File: config.mk
export PLATFORM = sky130hd
export DESIGN_NAME = mul_pipe
export DESIGN_NICKNAME = d
export VERILOG_FILES = /design/src/rtl/mul_pkg.sv /design/src/rtl/mul_pipe_stage.sv /design/src/rtl/mul_pipe.sv
export SDC_FILE = /design/constraint.sdc
export NUM_CORES = 1
export LEC_CHECK = 0
export ABC_AREA = 0
export BUFFER_PORTS_ARGS = -buffer_cell sky130_fd_sc_hd__buf_4
export CAP_MARGIN = 20
export CORE_AREA = 2 2 172 216
export DETAILED_ROUTE_END_ITERATION = 12
export DIE_AREA = 0 0 174 218
export GPL_ROUTABILITY_DRIVEN = 1
export PLACE_DENSITY_LB_ADDON = 0.05
export SYNTH_ARGS = -nofsm -noshare
export SYNTH_HDL_FRONTEND = slang
export SYNTH_SLANG_ARGS = --single-unit
File: constraint.sdc
create_clock -name clk -period 7.4 [get_ports clk]
set_clock_uncertainty 0.05 [all_clocks]
set_input_delay 0.74 -clock clk [delete_from_list [all_inputs] [get_ports clk]]
set_output_delay 0.74 -clock clk [all_outputs]
set_load 0.005 [all_outputs]
File: src/rtl/mul_pkg.sv
// Shared constants, beat sideband type and operand-extension helper for mul_pipe.
package mul_pkg;

    localparam int WA_DEF     = 16;
    localparam int WB_DEF     = 16;
    localparam int ACCW_DEF   = 40;
    localparam int STAGES_DEF = 3;
    // Widest value ext_val can handle; must cover WA+WB and ACCW.
    localparam int EXT_MAXW   = 128;

    typedef struct packed {
        logic sgn;
        logic acc_en;
        logic acc_clr;
    } beat_sb_t;

    // Sign- or zero-extends the low w bits of v to the full EXT_MAXW width.
    function automatic logic [EXT_MAXW-1:0] ext_val(input logic [EXT_MAXW-1:0] v,
                                                    input int w,
                                                    input logic sgn);
        logic [EXT_MAXW-1:0] hi;
        hi = {EXT_MAXW{1'b1}} << w;
        if (sgn && v[w-1])
            return v | hi;
        else
            return v & ~hi;
    endfunction

endpackage

File: src/rtl/mul_pipe_stage.sv
// One globally enabled pipeline slice carrying valid, data and beat sideband.
module mul_pipe_stage
    import mul_pkg::*;
#(
    parameter int W = 32
) (
    input  logic         clk,
    input  logic         rst,
    input  logic         en,
    input  logic         d_valid,
    input  logic [W-1:0] d_data,
    input  beat_sb_t     d_sb,
    output logic         q_valid,
    output logic [W-1:0] q_data,
    output beat_sb_t     q_sb
);

    // Bubbles load too, so a stage never holds stale data behind a cleared valid.
    always_ff @(posedge clk) begin
        if (rst) begin
            q_valid <= 1'b0;
            q_data  <= '0;
            q_sb    <= '0;
        end else if (en) begin
            q_valid <= d_valid;
            q_data  <= d_data;
            q_sb    <= d_sb;
        end
    end

endmodule

File: src/rtl/mul_pipe.sv
// Pipelined signed/unsigned multiplier with multiply-accumulate and valid/ready flow control.
module mul_pipe
    import mul_pkg::*;
#(
    parameter int WA     = WA_DEF,
    parameter int WB     = WB_DEF,
    parameter int STAGES = STAGES_DEF,
    parameter int ACCW   = ACCW_DEF
) (
    input  logic               clk,
    input  logic               rst,
    input  logic               in_valid,
    output logic               in_ready,
    input  logic [WA-1:0]      a,
    input  logic [WB-1:0]      b,
    input  logic               sgn,
    input  logic               acc_en,
    input  logic               acc_clr,
    output logic               out_valid,
    input  logic               out_ready,
    output logic [WA+WB-1:0]   result,
    output logic [ACCW-1:0]    acc
);

    localparam int PW = WA + WB;

    logic            adv;
    logic [PW-1:0]   a_e;
    logic [PW-1:0]   b_e;
    logic [PW-1:0]   prod;
    logic [ACCW-1:0] acc_ext;
    logic [ACCW-1:0] acc_q;

    logic            v  [STAGES+1];
    logic [PW-1:0]   d  [STAGES+1];
    beat_sb_t        sb [STAGES+1];

    assign adv      = !out_valid || out_ready;
    assign in_ready = adv;

    // Extending both operands to the full product width makes the low PW bits
    // of a plain multiply correct for both signed and unsigned beats.
    assign a_e  = PW'(ext_val(EXT_MAXW'(a), WA, sgn));
    assign b_e  = PW'(ext_val(EXT_MAXW'(b), WB, sgn));
    assign prod = a_e * b_e;

    assign v[0]  = in_valid;
    assign d[0]  = prod;
    assign sb[0] = {sgn, acc_en, acc_clr};

    for (genvar i = 0; i < STAGES; i++) begin : g_stage
        mul_pipe_stage #(.W(PW)) u_stage (
            .clk     (clk),
            .rst     (rst),
            .en      (adv),
            .d_valid (v[i]),
            .d_data  (d[i]),
            .d_sb    (sb[i]),
            .q_valid (v[i+1]),
            .q_data  (d[i+1]),
            .q_sb    (sb[i+1])
        );
    end

    // The accumulator loads on the same edge as the final stage, so acc lines
    // up with the result of the beat that produced it.
    assign acc_ext = ACCW'(ext_val(EXT_MAXW'(d[STAGES-1]), PW, sb[STAGES-1].sgn));

    always_ff @(posedge clk) begin
        if (rst) begin
            acc_q <= '0;
        end else if (adv && v[STAGES-1] && sb[STAGES-1].acc_en) begin
            acc_q <= sb[STAGES-1].acc_clr ? acc_ext : acc_q + acc_ext;
        end
    end

    assign out_valid = v[STAGES];
    assign result    = d[STAGES];
    assign acc       = acc_q;

endmodule

### Yosys cells after proc, flatten, opt, wreduce, memory -nomap -nowiden

Cells that the tools add are included.

| cells by class | value |
|---|---|
| $add $sub $neg | 1 |
| multiply operators | 1 |
| multiplexer cells | 4 |
| reductions and logical operators | 7 |

Operators with widths:

| cell | count |
|---|---|
| 2-to-1 mux 40 bit | 2 |
| 2-to-1 mux 32 bit | 2 |
| adder 40 bit | 1 |
| multiplier 32 x 32 -> 32 bit | 1 |
| logical AND 1 bit | 5 |
| logical NOT 1 bit | 1 |
| logical OR 1 bit | 1 |

| storage, ports and cells | value |
|---|---|
| flip-flop bits (word level) | 145 |
| bits of input ports | 39 |
| output and inout port bits | 74 |
| word-level logic and storage cells | 26 |

### Longest topological paths before layout

| depth | value |
|---|---|
| depth after elaboration | 4 |
| gate-level depth with buffers | 31 |
| gate-level depth less buffers | 29 |

### Cells and area by module

From an unflattened synthesis, not the netlist that was laid out.

| second synthesis, totals | value |
|---|---|
| cells, all modules | 2218 |
| area total of the unflattened synthesis | 20509.7 um2 |

Modules (own cells, without submodules):

| module | times used | cells each | area each (um2) | seq. area each (um2) |
|---|---|---|---|---|
| mul_pipe | 1 | 1870 | 16590.9 | 800.8 |
| mul_pipe_stage | 3 | 116 | 1306.3 | 720.7 |

### Worst setup path before layout

No wires, ideal clock.

| path | value |
|---|---|
| path kind | input -> register |
| start | input port sgn |
| end | register g_stage[0].u_stage.q_data[31] |
| setup time | 87 ps |
| data arrival time | 7532 ps |
| required time | 7263 ps |
| slack | -269 ps |
| cell stages on the path | 23 |
| path buffers | 2 |
| cells stage by stage | clkbuf_1 -> and2_1 -> clkbuf_1 -> nand2_1 -> fa_1 -> fa_1 -> fa_1 -> inv_1 -> fa_1 -> fa_1 -> fa_1 -> fa_1 -> fa_1 -> ha_1 -> and2_1 -> and3_1 -> a21oi_1 -> o21ai_0 -> a311o_1 -> a21oi_1 -> o21ai_1 -> xnor2_1 -> o31ai_1 |

| between the ends | value |
|---|---|
| word-level cells in the longest chain between the ends | 3 |
| elaborated cells on any way between the ends | 5 |
| classes of those cells | 1 x mul; 2 x mux; 2 x reduce/logical |

RTL lines:

| what | line | RTL |
|---|---|---|
| start: declaration | mul_pipe.sv:16 | `input logic sgn,` |
| logical AND 1 bit | mul_pkg.sv:23 | `if (sgn && v[w-1])` |
| 2-to-1 mux 32 bit | mul_pkg.sv:23 |  |
| multiplier 32 x 32 -> 32 bit (*) | mul_pipe.sv:45 | `assign prod = a_e * b_e;` |
| end signal: assignment | mul_pipe_stage.sv:26 | `q_data <= d_data;` |
| end: declaration | mul_pipe_stage.sv:14 | `output logic [W-1:0] q_data,` |

Mark *: on every way between the ends. The rest lies on a longest branch, timed or not.
A chain may end at the register's enable or synchronous reset.

### Worst setup path after layout

| path | value |
|---|---|
| start | input port a[15] |
| end | register g_stage[0].u_stage.q_data[31] |

| between the ends | value |
|---|---|
| word-level cells in the longest chain between the ends | 3 |

RTL lines:

| what | line | RTL |
|---|---|---|
| start: declaration | mul_pipe.sv:14 | `input logic [WA-1:0] a,` |
| logical AND 1 bit | mul_pkg.sv:23 |  |
| 2-to-1 mux 32 bit (*) | mul_pkg.sv:23 |  |
| multiplier 32 x 32 -> 32 bit (*) | mul_pipe.sv:45 |  |

Marked as above.

==> metrics <==
FF-to-FF End=acc[39]; hpwl dp=43.3 mm; Ports=113; fmax=141 MHz; Worst R2R Start=g_stage[1].u_stage.q_data[3]; Via density=5.42; remaining global-route overflow=0; hold depth=2; ys flop type=dfxtp_1; Worst path max stage delay=0.64 ns; initial antenna violation count=0; vias=16000; Max FO, Critical Path=7; commonest non-fill, non-tap cell in the layout=inv_1; Synth Net Count=2908; Die X-Extent=174 µm; Starting DRT DRC Count=755; proportion of layout cells with a drive suffix above 1=11.6%; max_slew headroom=27.5%; status=completed; Final setup viols=0; Worst Max-Slew Pin Slew=1.09 ns; Max-Cap Viols=0; Reg clk slew, reported paths=0.06 ns; Top cell by count, worst path=fa_1; Cells after Synth=2366; DRT Pass-1 Iters=5; critical path class=input port to flop; Setup crit end kind=flop; die area=37900 µm²; Async SR Flop Fraction=0%; final hold vios=0; GRT Resource Usage Total=28.4%; worst path arrival time=7.36 ns; Inserted Clock Buffers=17; Critical Path RT=7.64 ns; Yosys reg bits=145; most frequent cells in the layout=inv_1, nand2_1, fa_1; Initial Util=57.1%; placement row count=78; hold worst-path end=g_stage[1].u_stage.q_sb[0]; startpoint class of the critical path=input port; crit share post-route=96.2%; htree depth=4; worst reg-to-reg path cell count=10; sequential fraction of the synthesis area=14.2%; wirelength, routed=52.1 mm; clock root cell=clkbuf_16; Longest Clk Path Bufs=2; CTS tree=yes; drt wl/cell=17.6 µm; # DRC=0; design area=22800 µm²; worst hold-check path type=flop to flop; area of placed instances=22100 µm²; Final Max Slew Viols=0; synthesized cell area=20500 µm²; vias in the first global route=16800; Yosys cell types=75; first-pass GRT wire length=85.4 mm; largest net degree at the start of global routing=109; Clock Latency Late Sink=0.44 ns; post-route antenna net violation count=0; Hold Path Origin=g_stage[0].u_stage.q_sb[0]; Avg Inst Size Synth=8.66 µm²; fin crit period=7.12 ns; P&R area growth vs syn=11.1%; core area=35900 µm²; R2R setup slack=3.97 ns; slowest CP cell=fa_2; Worst Path Buf+Inv=9; GP Congestion=0.910; die span in y=218 µm; CTS sink count=145; largest delay contributor family on the critical path=adder cells; Synth Warn #=0; PortBufs=112; number of synthesized flops with an enable pin=0; ant diodes=0; Final nets=3006
synth_stat cells, types with 5 or more instances:
master / n / share of area [%]
clkbuf_1: 96 / 1.8
buf_4: 32 / 1.2
nor2b_1: 8 / 0.24
nor3_1: 15 / 0.37
xor2_1: 24 / 1.0
o211a_1: 5 / 0.24
a31oi_1: 8 / 0.24
a21o_1: 31 / 1.1
buf_1: 15 / 0.27
dfxtp_1: 145 / 14
ha_1: 167 / 10
and3_1: 26 / 0.79
o21ai_1: 13 / 0.32
nand2b_1: 12 / 0.37
o21a_1: 9 / 0.33
o211ai_1: 14 / 0.51
fa_1: 336 / 33
inv_1: 374 / 6.9
a311oi_1: 8 / 0.34
o21ai_0: 59 / 1.4
and2_1: 177 / 5.4
nand2_1: 352 / 6.4
nand3_1: 15 / 0.37
a21oi_1: 183 / 4.5
nand4_1: 9 / 0.27
a211oi_1: 14 / 0.51
nor2_1: 64 / 1.2
xnor2_1: 66 / 2.8
mux2i_1: 7 / 0.34
o31ai_1: 5 / 0.18
worst min-delay path, delay by kind of cell, from the launching register on:
kind | cells | cell delay, ns
flops | 1 | 0.31
simple gates | 1 | 0.05
compound gates | 1 | 0.05
flip-flops by register name (all words and copies together) (netlist names):
name and cells:
g_stage.u_stage.q_data 96, acc 40, g_stage.u_stage.q_sb 6, g_stage.u_stage.q_valid 3
metal layers:
metal,vias up,track usage (%),share of wire [%]
met5,-,0,0
met4,0,11.3,3.7
met3,79,2.35,2.9
met2,320,53.1,53
met1,7989,33.6,41
li1,7632,-,-
repair_timing:
action	in CTS	in global routing
buffers inserted	0	0
endpoints found under the setup margin	0	3
hold endpoints to repair	0	0
gates resized for setup	0	7
hold buffers	0	0
stage by stage:
stage               util [%]  worst slack, ns  hold WS (ns)  cells  setup TNS [ns]
global route            63.4         -0.00543         0.414   2957        -0.00543
finish                  63.4            0.283         0.397   2957               0
global placement        61.7           -0.195         0.389   2925          -0.385
floorplan                  -          -0.0192         0.375   2366         -0.0382
CTS                     63.3            0.203         0.397   2957               0
detailed placement      61.7           -0.247         0.395   2925          -0.848
area by class of cell:
class | count | area, µm²
clock buffer | 19 | 443
inverter | 376 | 1410
sequential | 145 | 2900
clock inverter | 13 | 153
multi-input combinational | 1700 | 15600
timing repair buffer | 224 | 1690
fill | 3245 | 13100
tap | 480 | 601
worst max path at each step:
stage / startpoint / to / slack (ns) / cells after the start
after floorplan: sgn / g_stage[0].u_stage.q_data[30] / -0.02 / 27
after CTS: sgn / g_stage[0].u_stage.q_data[31] / 0.20 / 28
final: a[15] / g_stage[0].u_stage.q_data[31] / 0.28 / 27
after global routing: a[15] / g_stage[0].u_stage.q_data[31] / -0.005 / 27
after global placement: sgn / g_stage[0].u_stage.q_data[31] / -0.19 / 28
after detailed placement: a[15] / g_stage[0].u_stage.q_data[31] / -0.25 / 27
cell families after synthesis:
family	synth area share [%]
buffers and inverters	10.1
AOI/OAI and AO/OA	12.1
adders and majority gates	43.0
xor gates and xnor gates	3.85
DFF	14.2
muxes	0.397
and+or+nand+nor	16.4
Power is not shown: default switching activity piles up to over one toggle a cycle in this logic, so the estimate is an artifact.
